**config.mk**
```make
export PLATFORM = sky130hd
export DESIGN_NAME = cacheline_adaptor
export DESIGN_NICKNAME = d
export VERILOG_FILES = /design/src/rtl/cacheline_adaptor.sv
export SDC_FILE = /design/constraint.sdc
export NUM_CORES = 1
export LEC_CHECK = 0
export BUFFER_PORTS_ARGS = -buffer_cell sky130_fd_sc_hd__buf_2
export CAP_MARGIN = 20
export CORE_AREA = 2 2 275 277
export CTS_BUF_LIST = sky130_fd_sc_hd__clkbuf_8 sky130_fd_sc_hd__clkbuf_16
export DETAILED_ROUTE_END_ITERATION = 12
export DIE_AREA = 0 0 277 279
export PLACE_DENSITY = 0.53
export RECOVER_POWER = 50
export SYNTH_ARGS = -nofsm -noshare
export SYNTH_HDL_FRONTEND = slang
export SYNTH_SLANG_ARGS = --single-unit
```
**constraint.sdc**
```tcl
create_clock -name clk -period 4.6 [get_ports clk]
set_input_delay 0.92 -clock clk [delete_from_list [all_inputs] [get_ports clk]]
set_output_delay 0.92 -clock clk [all_outputs]
set_load 0.005 [all_outputs]
```
**src/rtl/cacheline_adaptor.sv**
```systemverilog
`default_nettype none
// +----------------------------------------------------------------------------+
// | Module  : cacheline_adaptor                                                |
// | Purpose : 256-bit cacheline <-> four 64-bit memory bursts, with optional   |
// |           stall watchdog (define CACHELINE_ADAPTOR_WATCHDOG_EN)            |
// | Rev     : 1.1                                                              |
// +----------------------------------------------------------------------------+
module cacheline_adaptor #(
    parameter int BEATS   = 4,
    parameter int TIMEOUT = 1023
) (
    input  logic                  clk,
    input  logic                  rst,
    input  logic [64*BEATS-1:0]   line_i,
    output logic [64*BEATS-1:0]   line_o,
    input  logic [31:0]           address_i,
    input  logic                  read_i,
    input  logic                  write_i,
    output logic                  resp_o,
    output logic                  err_o,
    input  logic [63:0]           burst_i,
    output logic [63:0]           burst_o,
    output logic [31:0]           address_o,
    output logic                  read_o,
    output logic                  write_o,
    input  logic                  resp_i
);

    localparam int             CW       = $clog2(BEATS);
    localparam logic [CW-1:0]  CNT_LAST = CW'(BEATS - 1);

    localparam logic [1:0] IDLE  = 2'd0;
    localparam logic [1:0] READ  = 2'd1;
    localparam logic [1:0] WRITE = 2'd2;
    localparam logic [1:0] DONE  = 2'd3;

    logic [1:0]            r_state, w_state_d;
    logic [CW-1:0]         r_cnt, w_cnt_d;
    logic [64*BEATS-1:0]   r_line, w_line_d;
    logic [64*BEATS-1:0]   r_wbuf, w_wbuf_d;
    logic [31:0]           r_addr, w_addr_d;
    logic                  r_err, w_err_d;
    logic                  w_busy;
    logic                  w_timeout;
    logic                  w_unused_addr_lsb;

    assign w_busy            = (r_state == READ) || (r_state == WRITE);
    assign w_unused_addr_lsb = ^address_i[4:0];

`ifdef CACHELINE_ADAPTOR_WATCHDOG_EN
    localparam logic [9:0] WD_LAST = 10'(TIMEOUT - 1);

    logic [9:0] r_wd, w_wd_d;

    always_comb begin
        w_wd_d = '0;
        if (w_busy && !resp_i) begin
            w_wd_d = r_wd + 10'd1;
        end
    end

    assign w_timeout = w_busy && !resp_i && (r_wd == WD_LAST);

    always_ff @(posedge clk) begin
        if (rst) begin
            r_wd <= '0;
        end else begin
            r_wd <= w_wd_d;
        end
    end
`else
    assign w_timeout = 1'b0;
`endif

    always_comb begin
        w_state_d = r_state;
        w_cnt_d   = r_cnt;
        w_line_d  = r_line;
        w_wbuf_d  = r_wbuf;
        w_addr_d  = r_addr;
        w_err_d   = 1'b0;
        case (r_state)
            IDLE: begin
                if (read_i) begin
                    w_addr_d  = {address_i[31:5], 5'b0};
                    w_cnt_d   = '0;
                    w_state_d = READ;
                end else if (write_i) begin
                    w_addr_d  = {address_i[31:5], 5'b0};
                    w_wbuf_d  = line_i;
                    w_cnt_d   = '0;
                    w_state_d = WRITE;
                end
            end
            READ: begin
                if (resp_i) begin
                    w_line_d[64*r_cnt +: 64] = burst_i;
                    w_cnt_d                  = r_cnt + CW'(1);
                    if (r_cnt == CNT_LAST) begin
                        w_state_d = DONE;
                    end
                end else if (w_timeout) begin
                    w_err_d   = 1'b1;
                    w_state_d = DONE;
                end
            end
            WRITE: begin
                if (resp_i) begin
                    w_cnt_d = r_cnt + CW'(1);
                    if (r_cnt == CNT_LAST) begin
                        w_state_d = DONE;
                    end
                end else if (w_timeout) begin
                    w_err_d   = 1'b1;
                    w_state_d = DONE;
                end
            end
            DONE: begin
                w_state_d = IDLE;
            end
            default: begin
                w_state_d = IDLE;
            end
        endcase
    end

    always_ff @(posedge clk) begin
        if (rst) begin
            r_state <= IDLE;
            r_cnt   <= '0;
            r_line  <= '0;
            r_wbuf  <= '0;
            r_addr  <= '0;
            r_err   <= 1'b0;
        end else begin
            r_state <= w_state_d;
            r_cnt   <= w_cnt_d;
            r_line  <= w_line_d;
            r_wbuf  <= w_wbuf_d;
            r_addr  <= w_addr_d;
            r_err   <= w_err_d;
        end
    end

    assign line_o    = r_line;
    assign address_o = r_addr;
    assign read_o    = (r_state == READ);
    assign write_o   = (r_state == WRITE);
    assign resp_o    = (r_state == DONE);
    assign err_o     = r_err;
    assign burst_o   = (r_state == WRITE) ? r_wbuf[64*r_cnt +: 64] : 64'd0;

endmodule
`default_nettype wire

```
* Yosys cells after proc, flatten, opt, wreduce, memory -nomap -nowiden *
Index checks and enable logic that the tools add are counted.

word-level totals
  output and inout bits = 356
  register bits = 548

operators by class
  reduce and logical (&&, ||, !) cells = 9
  shift-type cells = 3
  add/subtract/negate cells = 2
  equality and inequality tests = 7
  mux-type cells = 13
  bitwise gates (word level) = 1

operators with widths
  kind                         count
  $bwmux W256                  1
  $shift A64 B34 Y256 const A  1
  $shiftx A256 B9 Y64          1
  $shiftx A64 B34 Y256         1
  $mux W32                     2
  $mux W64                     1
  $neg A8 Y34                  1
  $mux W2                      7
  $reduce_and A3 Y1            3
  $eq A2 B2 Y1 const B         3
  $pmux W2 S3                  1
  $ne A2 B1 Y1 const B         2
  $pmux W2 S2                  1
  $reduce_and A2 Y1            2
  $reduce_bool A2 Y1           2
  $ne A3 B3 Y1 const B         1
  $add A2 B1 Y2 const B        1
  $eq A2 B1 Y1 const B         1
  $logic_not A2 Y1             1
  $reduce_or A2 Y1             1
  $not A1 Y1                   1

* Depth between registers and ports, before layout *
  depth after elaboration = 4
  gate-level depth with buffers = 10
  mapped depth without buffers = 5

* Worst setup path after synthesis *
OpenSTA, ideal clock, no wires.

  path kind = reg2out
  start = register r_cnt[0]
  end = output burst_o[55]
  path buffers = 3
  path slack = 2.170 ns
  data required time = 3.680 ns
  arrival time = 1.510 ns
  stages on the path, launching flop included = 6
  cell sequence = dfxtp_1 -> buf_6 -> buf_6 -> buf_4 -> mux4_2 -> and2_1

on the way
  cells in the longest elaborated chain, start to end = 2

ends and longest elaborated chain
  element                 RTL line  source
  from (decl)             38        logic [CW-1:0] r_cnt, w_cnt_d;
  from (signal assigned)  137       r_cnt <= w_cnt_d;
  $shiftx A256 B9 Y64     151       assign burst_o = (r_state == WRITE) ? r_wbuf[64*r_cnt +: 64] : 64'd0;
  $mux W64                151
  to (decl)               22        output logic [63:0] burst_o,

No other way between the ends.

* Worst setup path after layout *
  start = register r_cnt[0]
  end = output burst_o[22]

Same word-level chain as after synthesis.

==> summary by stage <==
Detailed routing
The first detailed-routing pass took 7 iterations. In this run, the number of DRC markers left after iteration 0 of detailed routing was 1464. Dividing the detail-routed via count by the number of cells gives 4.88.

The via count is 19.3k. The routed length per instance is 20.4 um. The final routed DRC violation total is 0. The count of nets left with antenna violations once routing finished came out at 0.

The routed design has 80.9 mm of wire.

Clock tree
Hold repair after CTS inserted 0 buffers. The number of H-tree levels is 2. Clock-pin slew was measured on the worst setup and hold paths at 0.06 ns. The number of clock buffers inserted by TritonCTS is 60. The sink count of the clock tree is 543. CTS placed an instance of sky130_fd_sc_hd__clkbuf_16 at the clock tree root.

The post-CTS setup buffer count is 0. The total of cells resized after clock tree synthesis is 0. For the worst-skew pair, the clock arrives at the later sink with an insertion delay of 0.63 ns. TritonCTS built the clock tree.

The clock passes through at most 3 buffers.

Yosys
The Yosys step of the flow raised 0 warnings. The cell area that synthesis handed to floorplanning was 20800 sq um. The fraction of registers with async set or reset after synthesis is 0. The register area share after synthesis is 0.522. The number of enable-type register cells in the synthesized netlist is 0. Synthesis inferred 543 register bits.

Synthesis produced 2359 cells. The synthesized netlist contains 37 unique library cells. The main flop type after synthesis is sky130_fd_sc_hd__dfxtp_1. The average size of a mapped cell is 8.83 sq um.

Cells and area
In the final layout, the share of cells above drive strength 1 is 0.213. The layout net count is 3308. The signed area change from the synthesized netlist to the final layout is 27.0%. Once layout is done, the placed cells without fillers occupy 26500 sq um.

Placed design
OpenSTA, run right after detailed placement, puts the worst setup slack at 1.19 ns. The count of input and output buffers is 701. The routability-driven placement congestion ratio is 0.845. The post-detailed-placement half-perimeter wirelength is 55.0 mm. The post-placement cell area is 25000 sq um.

Worst hold path
The worst hold path belongs to the class reg -> reg. The cell count of the worst hold path is 2. In this run the most critical hold path is launched from line_o[160].

Setup path
The critical path starts at r_cnt[0]. The endpoint of the worst-slack reg-to-reg timing path is r_wbuf[72]. The worst reg2reg path depth is 6. The maximum fanout along the worst path is 28. Broken down by cell family, the worst path's largest delay share belongs to buffers and inverters. Data on the critical path is required at its endpoint by 3.68 ns. The number of gates on the worst path with buffers counted is 4. The reg2reg setup slack is 1.07 ns. The critical path goes through buf_4 > mux4_2 > and2_1 > buf_2. STA puts the critical path data arrival time at 2.64 ns. The cell type of the slowest stage on the worst timing path is sky130_fd_sc_hd__mux4_2. The endpoint type of the worst setup path is an output port.

The capturing instance or port of the critical path is burst_o[22]. The worst register-to-register path begins at r_state[0]. The largest single stage delay on the critical path is 0.61 ns. The worst setup path is launched from a flop. The count of buffering cells on the critical path with inverters included is 2.

The critical path is of the reg -> out type.

Global route
The total grt overflow is 0. In the global route stage, overall resource usage came out at 0.199. The via count of the first global-routing pass is 18.7k.

The first-pass GRT wire length is 119 mm. The number of antenna violations at the first check in global routing is 25. Entering global routing, the biggest net connects 230 pins.

Timing
The total count of max-transition violations in the final report is 232. The number of hold violations in the final report is 0. Setup repair after global routing left no endpoint under its margin. The transition time at the pin with the least slew margin is 1.75 ns. Based on the critical path, the design can be clocked at up to 0.281 GHz. The final worst slack is 1.04 ns. The final worst-path cycle share is 0.774. Setup violations remaining at the end of the flow were counted as 0.

The max-slew headroom at the worst pin is -0.165. For the final database, setup skew stands at 0.0212 ns. After layout, the minimum clock period comes to 3.56 ns.

For the final routed database, the setup TNS stands at 0 ns. Hold is met by 0.449 ns.

Outcome
The flow ran to the end, but the final reports show violations. The checks that failed: max-capacitance violations, max-slew violations.

Floorplanning
The core region is 74100 sq um. Row generation in the floorplan step produced 100 rows. The horizontal extent of the die is 277 um. The die is 279 um tall. The area of the die is 77300 sq um. The initial cell density of the core is 0.281. 713 I/O pins were placed.

Power
The power per cell area is 472 nW/um^2. The leakage component of the power is 0.0100 uW. The worst-case IR drop observed on VDD is 0.327 mV. Summing internal, switching and leakage power gives 12500 uW.

Run
Max-cap violations in this run came to 4.
logic make-up after synthesis:
| logic type | after synthesis | share of synthesized area |
|---|---|---|
| fa+ha+maj | 13 | 0.00781 |
| compound gates | 553 | 0.160 |
| mux | 64 | 0.0692 |
| flops | 543 | 0.522 |
| simple gates | 961 | 0.191 |
| buf+inv | 224 | 0.0501 |
| other cells | 1 | 0.000180 |
cells in the mapped netlist (2+ instances only):
cell type / n / area [sq um]
sky130_fd_sc_hd__and4_1: 2 / 17.5
sky130_fd_sc_hd__o311ai_0: 2 / 17.5
sky130_fd_sc_hd__a22o_1: 64 / 561
sky130_fd_sc_hd__mux4_2: 64 / 1440
sky130_fd_sc_hd__buf_6: 9 / 101
sky130_fd_sc_hd__nor4bb_1: 2 / 20.0
sky130_fd_sc_hd__and2_1: 65 / 407
sky130_fd_sc_hd__buf_4: 13 / 97.6
sky130_fd_sc_hd__nor2b_1: 3 / 18.8
sky130_fd_sc_hd__buf_1: 21 / 78.8
sky130_fd_sc_hd__a21oi_1: 399 / 2000
sky130_fd_sc_hd__nand2_1: 684 / 2570
sky130_fd_sc_hd__clkbuf_1: 106 / 398
sky130_fd_sc_hd__and3_1: 3 / 18.8
sky130_fd_sc_hd__ha_1: 13 / 163
sky130_fd_sc_hd__dfxtp_1: 543 / 10900
sky130_fd_sc_hd__o21ai_0: 4 / 20.0
sky130_fd_sc_hd__inv_1: 6 / 22.5
sky130_fd_sc_hd__a32oi_1: 76 / 666
sky130_fd_sc_hd__buf_2: 69 / 345
sky130_fd_sc_hd__nand3_1: 120 / 601
sky130_fd_sc_hd__nor2_1: 76 / 285
routing by layer:
metal | up-vias | GRT usage | part of all wire
li1 | 9225 | - | -
met1 | 9198 | 0.242 | 0.40
met2 | 721 | 0.329 | 0.48
met3 | 154 | 0.0561 | 0.080
met4 | 18 | 0.0853 | 0.036
met5 | - | 0 | 0.0014
worst min path at each step:
stage                             end  slack [ns]
after floorplan           r_wbuf[128]        0.43
after CTS                 line_o[183]        0.45
after global placement    line_o[132]        0.44
after detailed placement  line_o[183]        0.44
after global routing      line_o[135]        0.46
final                     line_o[160]        0.45
flip-flops by register name (all words and copies together), names as in the netlist:
register and count:
r_state 2, r_wbuf 256, r_cnt 2, line_o 256, address_o 27
layout by cell type, fill, tap and decap left out, types with 64 or more instances in the layout:
| master | n |
|---|---|
| sky130_fd_sc_hd__clkbuf_1 | 251 |
| sky130_fd_sc_hd__a21oi_1 | 399 |
| sky130_fd_sc_hd__nor2_1 | 76 |
| sky130_fd_sc_hd__nand3_1 | 117 |
| sky130_fd_sc_hd__buf_2 | 452 |
| sky130_fd_sc_hd__a22o_1 | 64 |
| sky130_fd_sc_hd__mux4_2 | 64 |
| sky130_fd_sc_hd__a32oi_1 | 76 |
| sky130_fd_sc_hd__nand2_1 | 684 |
| sky130_fd_sc_hd__and2_1 | 64 |
| sky130_fd_sc_hd__dfxtp_1 | 541 |
tightest hold or removal path: cells and delay by family, from the launching register on:
| kind | cells | cell delay [ns] |
|---|---|---|
| compound gates | 1 | 0.05 |
| flops | 1 | 0.31 |
| simple gates | 1 | 0.05 |
through the flow:
stage,utilization,std cells
2_1_floorplan,-,2364
3_3_place_gp,0.337,3844
3_5_place_dp,0.337,3845
4_1_cts,0.362,3943
5_1_grt,0.357,3956
6_report,0.357,3958
final cells by class:
type                            count  area (sq um)
Fill cell                        7848         47600
Sequential cell                   543         10900
Multi-Input combinational cell   1597          8990
Timing Repair Buffer              730          3480
Clock buffer                       66          1580
Tap cell                          969          1210
Clock inverter                     32           263
Antenna cell                       15          37.5
Inverter                            6          22.5
report_power, final:
part           internal [uW]  leakage, uW  switching (uW)  total (uW)
combinational            874      0.00467            1750        2630
clock                   2610     0.000971            1980        4590
sequential              5060      0.00440             207        5270
Note: power is estimated with default switching activity, not from simulation.
